==> src/rtl/pipe_hazard_ctrl_pkg.sv <==
// Shared definitions for the pipeline sequencing controller: opcodes, FSM
// state encodings and the ID-stage register-field decode rule.
package pipe_hazard_ctrl_pkg;

  localparam logic [5:0] NOP_OPCODE = 6'h00;
  localparam logic [5:0] JUMP       = 6'h02;
  localparam logic [5:0] BEQ        = 6'h04;
  localparam logic [5:0] LDW        = 6'h23;
  localparam logic [5:0] SDW        = 6'h2b;

  typedef enum logic [1:0] {
    ST_RUN   = 2'd0,
    ST_FLUSH = 2'd1,
    ST_HALT  = 2'd2
  } state_e;

  // SDW, BEQ and LDW carry their second source register in instr[25:21].
  function automatic logic rt_in_high_field(input logic [5:0] op);
    return (op == SDW) || (op == BEQ) || (op == LDW);
  endfunction

endpackage

==> src/rtl/pipe_hazard_ctrl_sat_counter16.sv <==
// 16-bit event counter with synchronous clear that sticks at 0xFFFF.
module sat_counter16 (
  input  logic        clk,
  input  logic        rst_n,
  input  logic        clr,
  input  logic        en,
  output logic [15:0] cnt_o
);

  logic [15:0] cnt_q, cnt_d;

  always_comb begin
    cnt_d = cnt_q;
    if (clr) begin
      cnt_d = 16'h0000;
    end else if (en && (cnt_q != 16'hffff)) begin
      cnt_d = cnt_q + 16'd1;
    end
  end

  always_ff @(posedge clk or negedge rst_n) begin
    if (!rst_n) begin
      cnt_q <= 16'h0000;
    end else begin
      cnt_q <= cnt_d;
    end
  end

  assign cnt_o = cnt_q;

endmodule

==> src/rtl/pipe_hazard_ctrl.sv <==
// Pipeline sequencing controller: load-use stalls, branch/jump redirect with
// a fixed-length flush window, external halt, and stall/redirect counters.
module pipe_hazard_ctrl
  import pipe_hazard_ctrl_pkg::*;
#(
  parameter int unsigned FLUSH_CYCLES = 2
) (
  input  logic        clk,
  input  logic        rst_n,
  input  logic [31:0] id_instr,
  input  logic [5:0]  ex_opcode,
  input  logic [4:0]  ex_rwd,
  input  logic        ex_branch_taken,
  input  logic        halt_req,
  output logic        pc_we,
  output logic        pc_redirect,
  output logic        ifid_we,
  output logic        ifid_flush,
  output logic        idex_bubble,
  output logic [1:0]  state_o,
  output logic [15:0] stall_cnt,
  output logic [15:0] flush_cnt
);

  localparam logic [2:0] FLUSH_LOAD  = 3'(FLUSH_CYCLES - 1);
  localparam state_e     REDIR_STATE = (FLUSH_CYCLES > 1) ? ST_FLUSH : ST_RUN;

  state_e      state_q, state_d;
  logic [2:0]  fcnt_q, fcnt_d;
  logic [5:0]  id_op;
  logic [4:0]  id_rs, id_rt;
  logic        id_jump;
  logic        load_use;
  logic        stall_inc, flush_inc;

  always_comb begin
    id_op   = id_instr[31:26];
    id_rs   = id_instr[20:16];
    id_rt   = rt_in_high_field(id_op) ? id_instr[25:21] : id_instr[15:11];
    id_jump = (id_op == JUMP);
    // A JUMP reads no rs operand, so only the rt match can stall it.
    load_use = (ex_opcode == LDW) && (ex_rwd != 5'd0) &&
               (((ex_rwd == id_rs) && !id_jump) || (ex_rwd == id_rt));
  end

  always_comb begin
    state_d     = state_q;
    fcnt_d      = fcnt_q;
    pc_we       = 1'b0;
    pc_redirect = 1'b0;
    ifid_we     = 1'b0;
    ifid_flush  = 1'b0;
    idex_bubble = 1'b0;
    stall_inc   = 1'b0;
    flush_inc   = 1'b0;
    case (state_q)
      ST_RUN: begin
        if (ex_branch_taken) begin
          pc_redirect = 1'b1;
          pc_we       = 1'b1;
          ifid_flush  = 1'b1;
          idex_bubble = 1'b1;
          fcnt_d      = FLUSH_LOAD;
          state_d     = REDIR_STATE;
          flush_inc   = 1'b1;
        end else if (id_jump) begin
          pc_redirect = 1'b1;
          pc_we       = 1'b1;
          ifid_flush  = 1'b1;
          fcnt_d      = FLUSH_LOAD;
          state_d     = REDIR_STATE;
          flush_inc   = 1'b1;
        end else if (halt_req) begin
          idex_bubble = 1'b1;
          state_d     = ST_HALT;
        end else if (load_use) begin
          idex_bubble = 1'b1;
          stall_inc   = 1'b1;
        end else begin
          pc_we   = 1'b1;
          ifid_we = 1'b1;
        end
      end
      ST_FLUSH: begin
        // EX holds a bubble here, so a stray branch_taken is ignored and
        // halt_req waits until RUN.
        pc_we       = 1'b1;
        ifid_flush  = 1'b1;
        idex_bubble = 1'b1;
        fcnt_d      = (fcnt_q != 3'd0) ? fcnt_q - 3'd1 : 3'd0;
        if (fcnt_q <= 3'd1) begin
          state_d = ST_RUN;
        end
      end
      ST_HALT: begin
        idex_bubble = 1'b1;
        if (!halt_req) begin
          state_d = ST_RUN;
        end
      end
      default: begin
        state_d = ST_RUN;
        fcnt_d  = 3'd0;
      end
    endcase
  end

  always_ff @(posedge clk or negedge rst_n) begin
    if (!rst_n) begin
      state_q <= ST_RUN;
      fcnt_q  <= 3'd0;
    end else begin
      state_q <= state_d;
      fcnt_q  <= fcnt_d;
    end
  end

  assign state_o = state_q;

  sat_counter16 u_stall_cnt (
    .clk   (clk),
    .rst_n (rst_n),
    .clr   (1'b0),
    .en    (stall_inc),
    .cnt_o (stall_cnt)
  );

  sat_counter16 u_flush_cnt (
    .clk   (clk),
    .rst_n (rst_n),
    .clr   (1'b0),
    .en    (flush_inc),
    .cnt_o (flush_cnt)
  );

endmodule
==> config.mk <==
export PLATFORM = sky130hd
export DESIGN_NAME = pipe_hazard_ctrl
export DESIGN_NICKNAME = d
export VERILOG_FILES = /design/src/rtl/pipe_hazard_ctrl_pkg.sv /design/src/rtl/pipe_hazard_ctrl_sat_counter16.sv /design/src/rtl/pipe_hazard_ctrl.sv
export SDC_FILE = /design/constraint.sdc
export NUM_CORES = 1
export LEC_CHECK = 0
export CORE_MARGIN = 1
export CORE_UTILIZATION = 45
export CTS_CLUSTER_DIAMETER = 60
export DETAILED_ROUTE_END_ITERATION = 12
export PLACE_DENSITY = 0.84
export SLEW_MARGIN = 10
export SYNTH_ARGS = -nofsm -noshare
export SYNTH_HDL_FRONTEND = slang
export SYNTH_SLANG_ARGS = --single-unit
==> constraint.sdc <==
create_clock -name clk -period 5.65 [get_ports clk]
set_input_delay 1.695 -clock clk [delete_from_list [all_inputs] [get_ports clk]]
set_output_delay 1.695 -clock clk [all_outputs]
set_load 0.05 [all_outputs]
==> flow_metrics.py, run 1 <==
metrics = {
    "sta": {
        "maxSlewHeadroom": 0.591,
        "finalSetupViolCount": 0,
        "holdWs_ns": 0.489,
        "fmax_mhz": 180,
        "period_share": 0.981,
        "hold_viol": 0,
        "skew_ns": 0.00787,
        "tightest_slew_ns": 0.614,
        "drv_slew": 0,
        "rsz0062_at_grt": "false",
        "period_needed_ns": 5.54,
    },
    "worst_hold_path": {
        "holdCritPathClass": "reg -> reg",
    },
    "grt": {
        "grtUsageTotal": 0.221,
        "met3_usage": 0.0604,
        "antenna_found_initial": 0,
        "use_met1": 0.280,
        "overflow": 0,
        "grt_use_met2": 0.371,
        "grt_max_degree": 38,
        "grt_pass1_vias": 1959,
        "busiest_layer": "met2",
        "grt_first_pass_wirelength_um": 9180,
    },
    "synthesis": {
        "synthXorXnorAreaFrac": 0.139,
        "synthCells": 234,
        "yosys.area_share.simple": 0.194,
        "synth_top_area_frac": 0.398,
        "synth_top_family_by_area": "simple AND/OR/NAND/NOR gates",
        "ys_seq_elements": 37,
        "syn-num-nets": 289,
        "synth-main-ff-cell": "dfrtp_1",
        "synth_warnings": 0,
        "synthDistinctLibCells": 45,
        "synthArstFlopShare": 1.00,
        "yosysTopAreaCell": "dfrtp_1",
        "yosysSeqAreaShare": 0.398,
        "ys_top_cells_by_area": "dfrtp_1 40%, xor2_1 8.7%, xnor2_1 5.3%",
        "synth_edf_count": 0,
        "synthesis.area_um2": 2320,
        "synth-adder-area-share": 0.0431,
        "muxShareOfSynthArea": 0.0269,
        "synth-compound-area-share": 0.165,
        "syn_area_per_cell_um2": 9.93,
    },
    "clocking": {
        "clk_latency_ns": 0.29,
        "clock_path_buffers": 2,
        "cts-root-buf": "clkbuf_8",
        "cts_max_level": 2,
        "cts_tree": "yes",
        "cts_buffers": 5,
        "path_clk_slew_ns": 0.07,
        "cts_sinks": 37,
        "hold_buffers": 0,
    },
    "route": {
        "ant_nets": 0,
        "dr.pass1.iters": 4,
        "routedWlPerCell_um": 14.2,
        "drt_iter0_markers": 134,
        "wl_um": 5480,
        "avgViaCountPerCell": 5.35,
        "route.detailed.drc": 0,
        "vias": 2069,
    },
    "layout": {
        "nNetsFinal": 375,
        "drive_gt1_frac": 0.166,
        "insertedDiodeCount": 0,
        "area_delta_synth_final_pct": 43.1,
        "post-route-util": 0.686,
        "design_area_um2": 3330,
    },
    "status": {
        "outcome": "completed",
    },
    "setup_path": {
        "end_kind": "output port",
        "critPathMaxFanout": 5,
        "start_kind": "input pin",
        "critPathRequiredTime_ns": 3.95,
        "crit_arrival_ns": 3.85,
        "critPathKind": "in -> out",
    },
    "power": {
        "leakage_nw": 1.44,
        "power_w": 0.00102,
        "peakVddDrop_mv": 0.285,
        "power.density_nw_per_um2": 307,
    },
    "placed_design": {
        "gp_congestion": 0.892,
        "port_buffers": 74,
        "dp_hpwl_um": 4230,
        "dpl-instance-area_um2": 3210,
    },
    "floorplan": {
        "dieWidth_um": 73.9,
        "die_h_um": 73.9,
        "core_um2": 4850,
        "ios": 86,
        "num_rows": 25,
        "start_util": 0.479,
        "die-area_um2": 5460,
    },
    "flow_run": {
        "max_cap_viol_count": 0,
    },
}
[final timing paths]
path | end | from | slack (ns) | cells past startpoint
hold reg to reg | u_flush_cnt.cnt_o[9] | u_flush_cnt.cnt_o[9] | 0.49 | 1
setup reg to reg | u_stall_cnt.cnt_o[1] | state_o[1] | 3.21 | 8
max in group asynchronous | state_o[1] | rst_n | 3.51 | 2
setup / recovery | idex_bubble | id_instr[29] | 0.11 | 9
hold / removal | u_flush_cnt.cnt_o[9] | u_flush_cnt.cnt_o[9] | 0.49 | 1
min in group asynchronous | u_flush_cnt.cnt_o[7] | rst_n | 1.81 | 2
[where the power goes]
group | internal [W] | switching (W)
combinational | 0.000184 | 0.000290
sequential | 0.000295 | 0.0000368
clock | 0.000128 | 0.0000887
[critical path, cell delays in order]
cell	delay, ns
buf_2	0.11
or3_4	0.41
o22a_4	0.26
mux2i_2	0.19
xor2_1	0.19
nand4_2	0.14
or3_4	0.41
a311oi_4	0.25
buf_12	0.18
[state kept, by name (all words and copies together), names as in the netlist]
signal             count
state_o                2
u_stall_cnt.cnt_o     16
fcnt_q                 3
u_flush_cnt.cnt_o     16
[area by class of cell]
cell class | instances | area (um2)
flip-flops and latches | 37 | 926
fillers | 373 | 1520
repair buffers | 83 | 782
clock buffers | 5 | 68.8
clock inverters | 2 | 35.0
inverters | 15 | 56.3
multi-input cells | 178 | 1370
well taps | 67 | 83.8
[layer usage]
| layer | vias to the layer above | share of wire |
|---|---|---|
| met2 | 43 | 0.50 |
| li1 | 1023 | - |
| met3 | 9 | 0.042 |
| met1 | 994 | 0.45 |
| met5 | - | 0 |
| met4 | 0 | 0.010 |
[synth_stat cells, types with 2 or more instances]
library cell / instances
xnor2_1: 14
nand2b_1: 2
and3_1: 9
xor2_1: 23
a211oi_1: 2
nor4_1: 2
a2111oi_2: 4
o21ai_0: 4
and4_1: 3
inv_1: 15
a211oi_2: 9
nand4_1: 7
nand2_1: 19
mux2i_1: 4
nor3b_1: 2
buf_1: 2
o221ai_1: 4
a21oi_1: 7
nand3_1: 14
nor2_1: 14
dfrtp_1: 37
or3_1: 3
ha_1: 8
o211ai_1: 4
o21bai_1: 2
[cells in the final DEF, fill, tap and decap left out, types with 2 or more instances in the layout]
cell              n
nor2_1           14
mux2i_2           2
xor2_1           23
o21ai_0           4
and4_1            3
dfrtp_1          37
nor4_1            2
o211ai_1          4
buf_4            12
nand3_1          14
buf_2             6
o221ai_1          4
and3_1            9
nand2b_1          2
a211oi_2          9
nor3b_1           2
nand4_1           7
a2111oi_2         4
xnor2_1          14
mux2i_1           2
clkbuf_8          5
clkdlybuf4s50_1  63
a21oi_1           6
nand2_1          19
a211oi_1          2
or3_4             2
inv_1            15
ha_1              8
[per-stage QoR]
stage               setup slack [ns]  TNS (ns)  instances
floorplan                   -0.00727  -0.00727        234
global placement              -0.292    -0.751        379
detailed placement            -0.320    -0.904        379
CTS                           0.0379         0        387
global route                  0.0373         0        387
finish                         0.109         0        387
[cell families after synthesis]
logic type / count (synthesis)
and+or+nand+nor: 84
AOI/OAI and AO/OA: 43
xor gates and xnor gates: 37
DFF: 37
buffers and inverters: 19
adders and majority gates: 8
muxes: 6
[what timing repair did]
item	CTS	global route
pin swaps	8	3
setup buffers	1	0
gates cloned	0	0
gates resized for setup	29	3
setup endpoints to repair	3	2
(Power assumes the default switching activity.)
==> run 2, diff against run 1 <==
--- a/config.mk
+++ b/config.mk
@@ -5,6 +5,7 @@
 export SDC_FILE = /design/constraint.sdc
 export NUM_CORES = 1
 export LEC_CHECK = 0
+export ABC_CLOCK_PERIOD_IN_PS = 5650
 export CORE_MARGIN = 1
 export CORE_UTILIZATION = 45
 export CTS_CLUSTER_DIAMETER = 60
==> results of run 2 <==
Same layout as run 1: the final DEF is identical, and so are final timing and power.
